<file path="src/rtl/adder_accum_stream.sv">
// Streaming packet accumulator around a ripple-carry adder with carry-event counting.
// Optional macro ACCUM_SAT_EN: saturate the accumulator to all-ones on the first carry of a packet.

module adder_1bit #(
    parameter int IMPL_TYPE = 0
) (
    input  logic a,
    input  logic b,
    input  logic cin,
    output logic s,
    output logic cout
);
    generate
        if (IMPL_TYPE == 0) begin : g_gate
            assign s    = a ^ b ^ cin;
            assign cout = (a & b) | (cin & (a ^ b));
        end else begin : g_arith
            assign {cout, s} = {1'b0, a} + {1'b0, b} + {1'b0, cin};
        end
    endgenerate
endmodule

module adder_nbit_cout #(
    parameter int WIDTH     = 32,
    parameter int IMPL_TYPE = 0
) (
    input  logic [WIDTH-1:0] A,
    input  logic [WIDTH-1:0] B,
    output logic [WIDTH-1:0] Sum,
    output logic             Cout
);
    logic [WIDTH:0] w_carry;

    assign w_carry[0] = 1'b0;
    assign Cout       = w_carry[WIDTH];

    generate
        for (genvar gi = 0; gi < WIDTH; gi++) begin : g_bit
            adder_1bit #(.IMPL_TYPE(IMPL_TYPE)) u_fa (
                .a    (A[gi]),
                .b    (B[gi]),
                .cin  (w_carry[gi]),
                .s    (Sum[gi]),
                .cout (w_carry[gi+1])
            );
        end
    endgenerate
endmodule

module adder_accum_stream #(
    parameter int WIDTH     = 32,
    parameter int CNT_WIDTH = 8,
    parameter int IMPL_TYPE = 0
) (
    input  logic                 clk,
    input  logic                 rst_n,
    input  logic                 in_valid,
    output logic                 in_ready,
    input  logic [WIDTH-1:0]     in_data,
    input  logic                 in_last,
    output logic                 out_valid,
    input  logic                 out_ready,
    output logic [WIDTH-1:0]     out_sum,
    output logic [CNT_WIDTH-1:0] out_carry_cnt,
    output logic                 out_ovf
);
    typedef enum logic [0:0] {
        ST_ACC  = 1'b0,
        ST_DONE = 1'b1
    } state_t;

    state_t               r_state;
    state_t               w_state_next;
    logic [WIDTH-1:0]     r_acc;
    logic [WIDTH-1:0]     w_acc_next;
    logic [CNT_WIDTH-1:0] r_carry_cnt;
    logic [CNT_WIDTH-1:0] w_carry_cnt_next;
    logic                 r_ovf;
    logic                 w_ovf_next;
    logic                 r_in_ready;
    logic                 r_out_valid;
    logic [WIDTH-1:0]     w_sum;
    logic                 w_cout;
    logic                 w_accept;

    adder_nbit_cout #(.WIDTH(WIDTH), .IMPL_TYPE(IMPL_TYPE)) u_adder (
        .A    (r_acc),
        .B    (in_data),
        .Sum  (w_sum),
        .Cout (w_cout)
    );

    assign w_accept = in_valid & r_in_ready & (r_state == ST_ACC);

    // Next-state and datapath update: accumulate in ACC, hold or clear on handoff in DONE.
    always_comb begin
        w_state_next     = r_state;
        w_acc_next       = r_acc;
        w_carry_cnt_next = r_carry_cnt;
        w_ovf_next       = r_ovf;
        case (r_state)
            ST_ACC: begin
                if (w_accept) begin
`ifdef ACCUM_SAT_EN
                    w_acc_next = w_cout ? {WIDTH{1'b1}} : w_sum;
`else
                    w_acc_next = w_sum;
`endif
                    if (w_cout) begin
                        if (r_carry_cnt == {CNT_WIDTH{1'b1}}) begin
                            w_ovf_next = 1'b1;
                        end else begin
                            w_carry_cnt_next = r_carry_cnt + {{(CNT_WIDTH-1){1'b0}}, 1'b1};
                        end
                    end else begin
                        w_carry_cnt_next = r_carry_cnt;
                    end
                    if (in_last) begin
                        w_state_next = ST_DONE;
                    end else begin
                        w_state_next = ST_ACC;
                    end
                end else begin
                    w_state_next = ST_ACC;
                end
            end
            ST_DONE: begin
                if (out_ready) begin
                    w_acc_next       = {WIDTH{1'b0}};
                    w_carry_cnt_next = {CNT_WIDTH{1'b0}};
                    w_ovf_next       = 1'b0;
                    w_state_next     = ST_ACC;
                end else begin
                    w_state_next = ST_DONE;
                end
            end
            default: begin
                w_state_next = ST_ACC;
            end
        endcase
    end

    // State, datapath and handshake registers; ready/valid follow the next state.
    always_ff @(posedge clk or negedge rst_n) begin
        if (!rst_n) begin
            r_state     <= ST_ACC;
            r_acc       <= {WIDTH{1'b0}};
            r_carry_cnt <= {CNT_WIDTH{1'b0}};
            r_ovf       <= 1'b0;
            r_in_ready  <= 1'b0;
            r_out_valid <= 1'b0;
        end else begin
            r_state     <= w_state_next;
            r_acc       <= w_acc_next;
            r_carry_cnt <= w_carry_cnt_next;
            r_ovf       <= w_ovf_next;
            r_in_ready  <= (w_state_next == ST_ACC);
            r_out_valid <= (w_state_next == ST_DONE);
        end
    end

    assign in_ready      = r_in_ready;
    assign out_valid     = r_out_valid;
    assign out_sum       = r_acc;
    assign out_carry_cnt = r_carry_cnt;
    assign out_ovf       = r_ovf;
endmodule

</file>
<file path="config.mk">
export PLATFORM = sky130hd
export DESIGN_NAME = adder_accum_stream
export DESIGN_NICKNAME = d
export VERILOG_FILES = /design/src/rtl/adder_accum_stream.sv
export SDC_FILE = /design/constraint.sdc
export NUM_CORES = 1
export LEC_CHECK = 0
export CORE_MARGIN = 4
export CORE_UTILIZATION = 50
export CTS_BUF_LIST = sky130_fd_sc_hd__clkbuf_4 sky130_fd_sc_hd__clkbuf_8
export DETAILED_ROUTE_END_ITERATION = 12
export PLACE_DENSITY = 0.83
export SLEW_MARGIN = 20
export SYNTH_ARGS = -nofsm -noshare
export SYNTH_HDL_FRONTEND = slang
export SYNTH_SLANG_ARGS = --single-unit
export TNS_END_PERCENT = 20
</file>
<file path="constraint.sdc">
create_clock -name clk -period 16.8 [get_ports clk]
set_input_delay 5.04 -clock clk [delete_from_list [all_inputs] [get_ports clk]]
set_output_delay 5.04 -clock clk [all_outputs]
set_load 0.02 [all_outputs]
</file>
-- After elaboration in Yosys (flattened, before gate mapping)
Cells that the tools add are included.
Widths: inputs -> output; s select.
- eq/ne operators: 6
- bitwise logic cells: 161
- add/subtract/negate cells: 1
- multiplexer cells: 17
- reduce and logical (&&, ||, !) cells: 3
- operator list (kind ; number):
    $and 1x1->1 ; 65
    $mux 32 ; 2
    $pmux 32 s2 ; 1
    $xor 1x1->1 ; 63
    $mux 8 ; 4
    $or 1x1->1 ; 31
    $pmux 8 s2 ; 1
    $add 8x1->8 const B ; 1
    $eq 8x8->1 const B ; 1
    $reduce_and 4->1 ; 2
    $mux 1 ; 7
    $ne 2x2->1 const B ; 3
    $ne 2x1->1 const B ; 2
    $pmux 1 s2 ; 2
    $not 1->1 ; 2
    $reduce_and 2->1 ; 1
- output and inout port bits: 43
- input port bits: 37
- register bits: 43

-- Longest topological paths before layout
- depth in word-level cells: 66
- gate-level depth with buffers: 39
- mapped depth without buffers: 39

-- Hierarchy
A second synthesis with hierarchy kept.
- cell total of the unflattened synthesis: 231
- area, all modules: 2518.7 µm²
- modules (own cells, without submodules) (module ; cells an instance ; instances ; area each (µm²)):
    adder_accum_stream ; 198 ; 1 ; 1874.3
    adder_1bit ; 1 ; 32 ; 20.0
    adder_nbit_cout ; 1 ; 1 ; 3.8

-- Worst setup path after synthesis
No wires, ideal clock.
- path type: input to register
- start: input port in_data[0]
- end: register r_carry_cnt[7], in the netlist out_carry_cnt[7]
- stages on the path: 39
- library setup time: 0.141 ns
- required time: 16.659 ns
- arrival time: 18.595 ns
- setup slack: -1.936 ns
- buffers on the path: 0
- path through: ha_1 inv_1 fa_1 fa_1 fa_1 fa_1 fa_1 fa_1 fa_1 fa_1 fa_1 fa_1 fa_1 fa_1 fa_1 fa_1 fa_1 fa_1 [... 3 more ...] fa_1 fa_1 fa_1 fa_1 fa_1 fa_1 fa_1 fa_1 fa_1 inv_1 fa_1 fa_1 inv_1 fa_1 nand4bb_4 a2111oi_4 xnor2_1 o22ai_1
- longest elaborated chain between the ends: 65
- ends and longest elaborated chain (element ; line ; RTL):
    from (decl) ; 59 ; input logic [WIDTH-1:0] in_data,
    $and 1x1->1 (2 in a row) ; 16 ; assign cout = (a & b) | (cin & (a ^ b));
    $or 1x1->1 ; 16 ;
    $and 1x1->1 ; 16 ;
    $or 1x1->1 ; 16 ;
    $and 1x1->1 ; 16 ;
    $or 1x1->1 ; 16 ;
    $and 1x1->1 ; 16 ;
    $or 1x1->1 ; 16 ;
    [... 48 more ...] ; n/a ;
    $and 1x1->1 ; 16 ;
    $or 1x1->1 ; 16 ;
    $and 1x1->1 ; 16 ;
    $or 1x1->1 ; 16 ;
    $and 1x1->1 ; 16 ;
    $or 1x1->1 ; 16 ;
    $ne 2x1->1 (no line) ; n/a ;
    $reduce_and 4->1 (no line) ; n/a ;
    to (signal assigned) ; 148 ; r_carry_cnt <= {CNT_WIDTH{1'b0}};
    to (signal assigned) ; 155 ; r_carry_cnt <= w_carry_cnt_next;
    to (decl) ; 76 ; logic [CNT_WIDTH-1:0] r_carry_cnt;
No other way between the ends.
A chain may end at the register's enable or synchronous reset.

-- Worst setup path after layout
- start: input port in_data[0]
- end: register r_carry_cnt[5], in the netlist out_carry_cnt[5]
The elaborated chain is that of the path after synthesis.

==> impl_metrics.csv <==
group,metric,value,unit
setup_path,required,16.96,ns
detailed_routing,first_iter_violations,94,
grt,overflow,0,
layout,fin_nets,408,
place,numPortBuffers,79,
grt,grt_start_max_net_pins,66,
min_path,min_path_type,"reg -> reg",
clock_network,htreeDepth,2,
detailed_routing,wl_per_cell,14.4,um
logic_synthesis,synthArstFlopShare,1.00,
sta,fin_crit,16.78,ns
layout,syn_to_final_growth,29.0,%
flow_run,drv_cap,0,
grt,grt_pass1_wl,9890,um
grt,grt_pass1_vias,2197,
setup_path,crit_buf_inv,5,
clock_network,cts.path.max_buffers,2,
clock_network,insertion_delay,0.29,ns
setup_path,max_stage_delay,0.38,ns
setup_path,cp.arrival,16.95,ns
setup_path,start_kind,"input port",
outcome,status,"complete, no violations",
clock_network,clock-root-buffer,"clkbuf_8",
detailed_routing,wl_met2,3200,um
detailed_routing,vias_per_cell,5.03,
layout,stdcell_count,409,
setup_path,cp_max_fo,3,
sta,finalCritPeriodShare,0.999,
detailed_routing,antenna_left,0,
place,dp_cells,401,
logic_synthesis,synth_seq_area_share,0.374,
logic_synthesis,ys_seq_elements,43,
detailed_routing,wl_met1,2310,um
sta,finalSetupViolations,0,
logic_synthesis,post_synth_num_cell_types,32,
layout,mostFrequentLayoutCells,"clkdlybuf4s50_1, inv_1, dfrtp_1",
sta,fmax,59.6,MHz
sta,fin_skew,0.00398,ns
power_and_ir_drop,p_leak,1.59,nW
sta,finalHoldViolCount,0,
layout,antenna_cells,0,
floorplan,die_x,83.9,um
detailed_routing,num_vias,2059,
sta,rsz0062_at_grt,"true",
sta,tightest_slew,0.724,ns
clock_network,cts.sinks,43,
power_and_ir_drop,p_per_area,151,nW/um^2
setup_path,crit_type,"in -> reg",
place,dp_hpwl,4330,um
detailed_routing,totalWireLength,5880,um
floorplan,core_area,5540,sq um
setup_path,end_kind,"flip-flop",
logic_synthesis,syn-num-nets,361,
clock_network,cts_tree,"done",
setup_path,cp_slowest_cell,"fa_2",
floorplan,die_h,83.9,um
setup_path,path_delay_family,"adder cells",
grt,grt_use_total,0.174,
clock_network,clkSlewWorstSetupHoldPaths,0.08,ns
layout,drive_gt1_frac,0.175,
detailed_routing,drc,0,
setup_path,cpMostUsedCell,"fa_2",
logic_synthesis,netlist_instances,291,
layout,final_common_cell,"clkdlybuf4s50_1",
logic_synthesis,synth_edf_count,0,
logic_synthesis,ys.flop_type,"dfrtp_1",
power_and_ir_drop,vdd.ir_drop.worst,88.1,uV
grt,antenna_found_initial,0,
clock_network,cts_buffers,5,
detailed_routing,met3WireLength,299,um
sta,slew_violations,0,
sta,timing.slew.headroom,0.516,
detailed_routing,drt-pass1-iter-count,4,
floorplan,initial_core_util,0.519,
logic_synthesis,yosysWarningCount,0,
power_and_ir_drop,design_power_total,0.000559,W
floorplan,rows,27,
logic_synthesis,syn_avg_cell_area,9.89,sq um
place,gp_congestion,0.812,
logic_synthesis,syn_area,2880,sq um
detailed_routing,routed.top_layer,"met4",
floorplan,dieArea,7030,sq um
floorplan,ioPinCount,80,
sequential cells by signal, indices dropped and copies added (netlist names):
signal,count
out_sum,32
out_carry_cnt,8
in_ready,1
out_ovf,1
out_valid,1
routing by layer:
layer / GRT usage / vias up
met5: 0 / -
met4: 0.0482 / 0
met3: 0.0336 / 7
met2: 0.326 / 62
met1: 0.200 / 1015
li1: - / 975
per-stage QoR:
stage                util  hold WS [ns]  setup TNS [ns]  setup slack (ns)  cell area (sq um)
floorplan               -         0.493               0           0.00186               2960
global placement    0.643         0.493           -7.20            -0.819               3560
detailed placement  0.644         0.507           -8.87            -0.974               3570
CTS                 0.667         0.524           -1.26            -0.261               3690
global route        0.670         0.556           -1.59            -0.295               3710
finish              0.670         0.520               0            0.0194               3710
cell families (layout without fill, tap and decap cells):
group / Yosys count / count (layout) / synth area share
adders and majority gates: 33 / 33 / 0.224
AOI/OAI and AO/OA: 52 / 52 / 0.110
and+or+nand+nor: 49 / 49 / 0.0974
DFF: 43 / 43 / 0.374
xor gates and xnor gates: 1 / 1 / 0.00304
buffers and inverters: 113 / 159 / 0.191
timing repair:
item	4_1_cts	5_1_grt
gates resized for setup	20	3
buffers inserted	2	0
endpoints found under the hold margin	0	0
setup endpoints to repair	10	9
gates cloned	0	0
pin swaps	37	20
hold buffers	0	0
Yosys cell counts, types with 2 or more instances:
library cell / n / area share
inv_1: 69 / 0.090
dfrtp_1: 43 / 0.37
nand3_1: 37 / 0.064
buf_4: 32 / 0.083
fa_1: 31 / 0.22
o21ai_0: 22 / 0.038
o21ai_1: 13 / 0.023
a31oi_1: 5 / 0.011
buf_2: 5 / 0.0087
clkbuf_1: 5 / 0.0065
nand4_1: 3 / 0.0065
nor2_1: 3 / 0.0039
ha_1: 2 / 0.0087
o22ai_1: 2 / 0.0043
o31ai_1: 2 / 0.0052
path summary, 6_finish.rpt:
check / start / endpoint / slack, ns / depth (start not counted)
max: in_data[0] / out_carry_cnt[5] / 0.02 / 41
min: out_ovf / out_ovf / 0.52 / 1
max reg2reg: out_sum[0] / out_carry_cnt[5] / 4.40 / 40
min reg2reg: out_ovf / out_ovf / 0.52 / 1
max in group asynchronous: rst_n / out_carry_cnt[1] / 11.70 / 1
min in group asynchronous: rst_n / out_sum[27] / 4.73 / 1
cell type report:
class,count,area [sq um]
clock buffer,6,76.3
fill,424,1830
inverter,70,263
multi-input combinational,135,1390
sequential,43,1080
tap,72,90.1
timing repair buffer,83,822
power breakdown:
part / switching, W / internal (W) / leakage, nW
clock: 0.0000332 / 0.0000294 / 0.0406
sequential: 0.0000382 / 0.000143 / 0.549
combinational: 0.000164 / 0.000152 / 1.00
total: 0.000235 / 0.000324 / 1.59
Power figures use the tool's default switching activity.
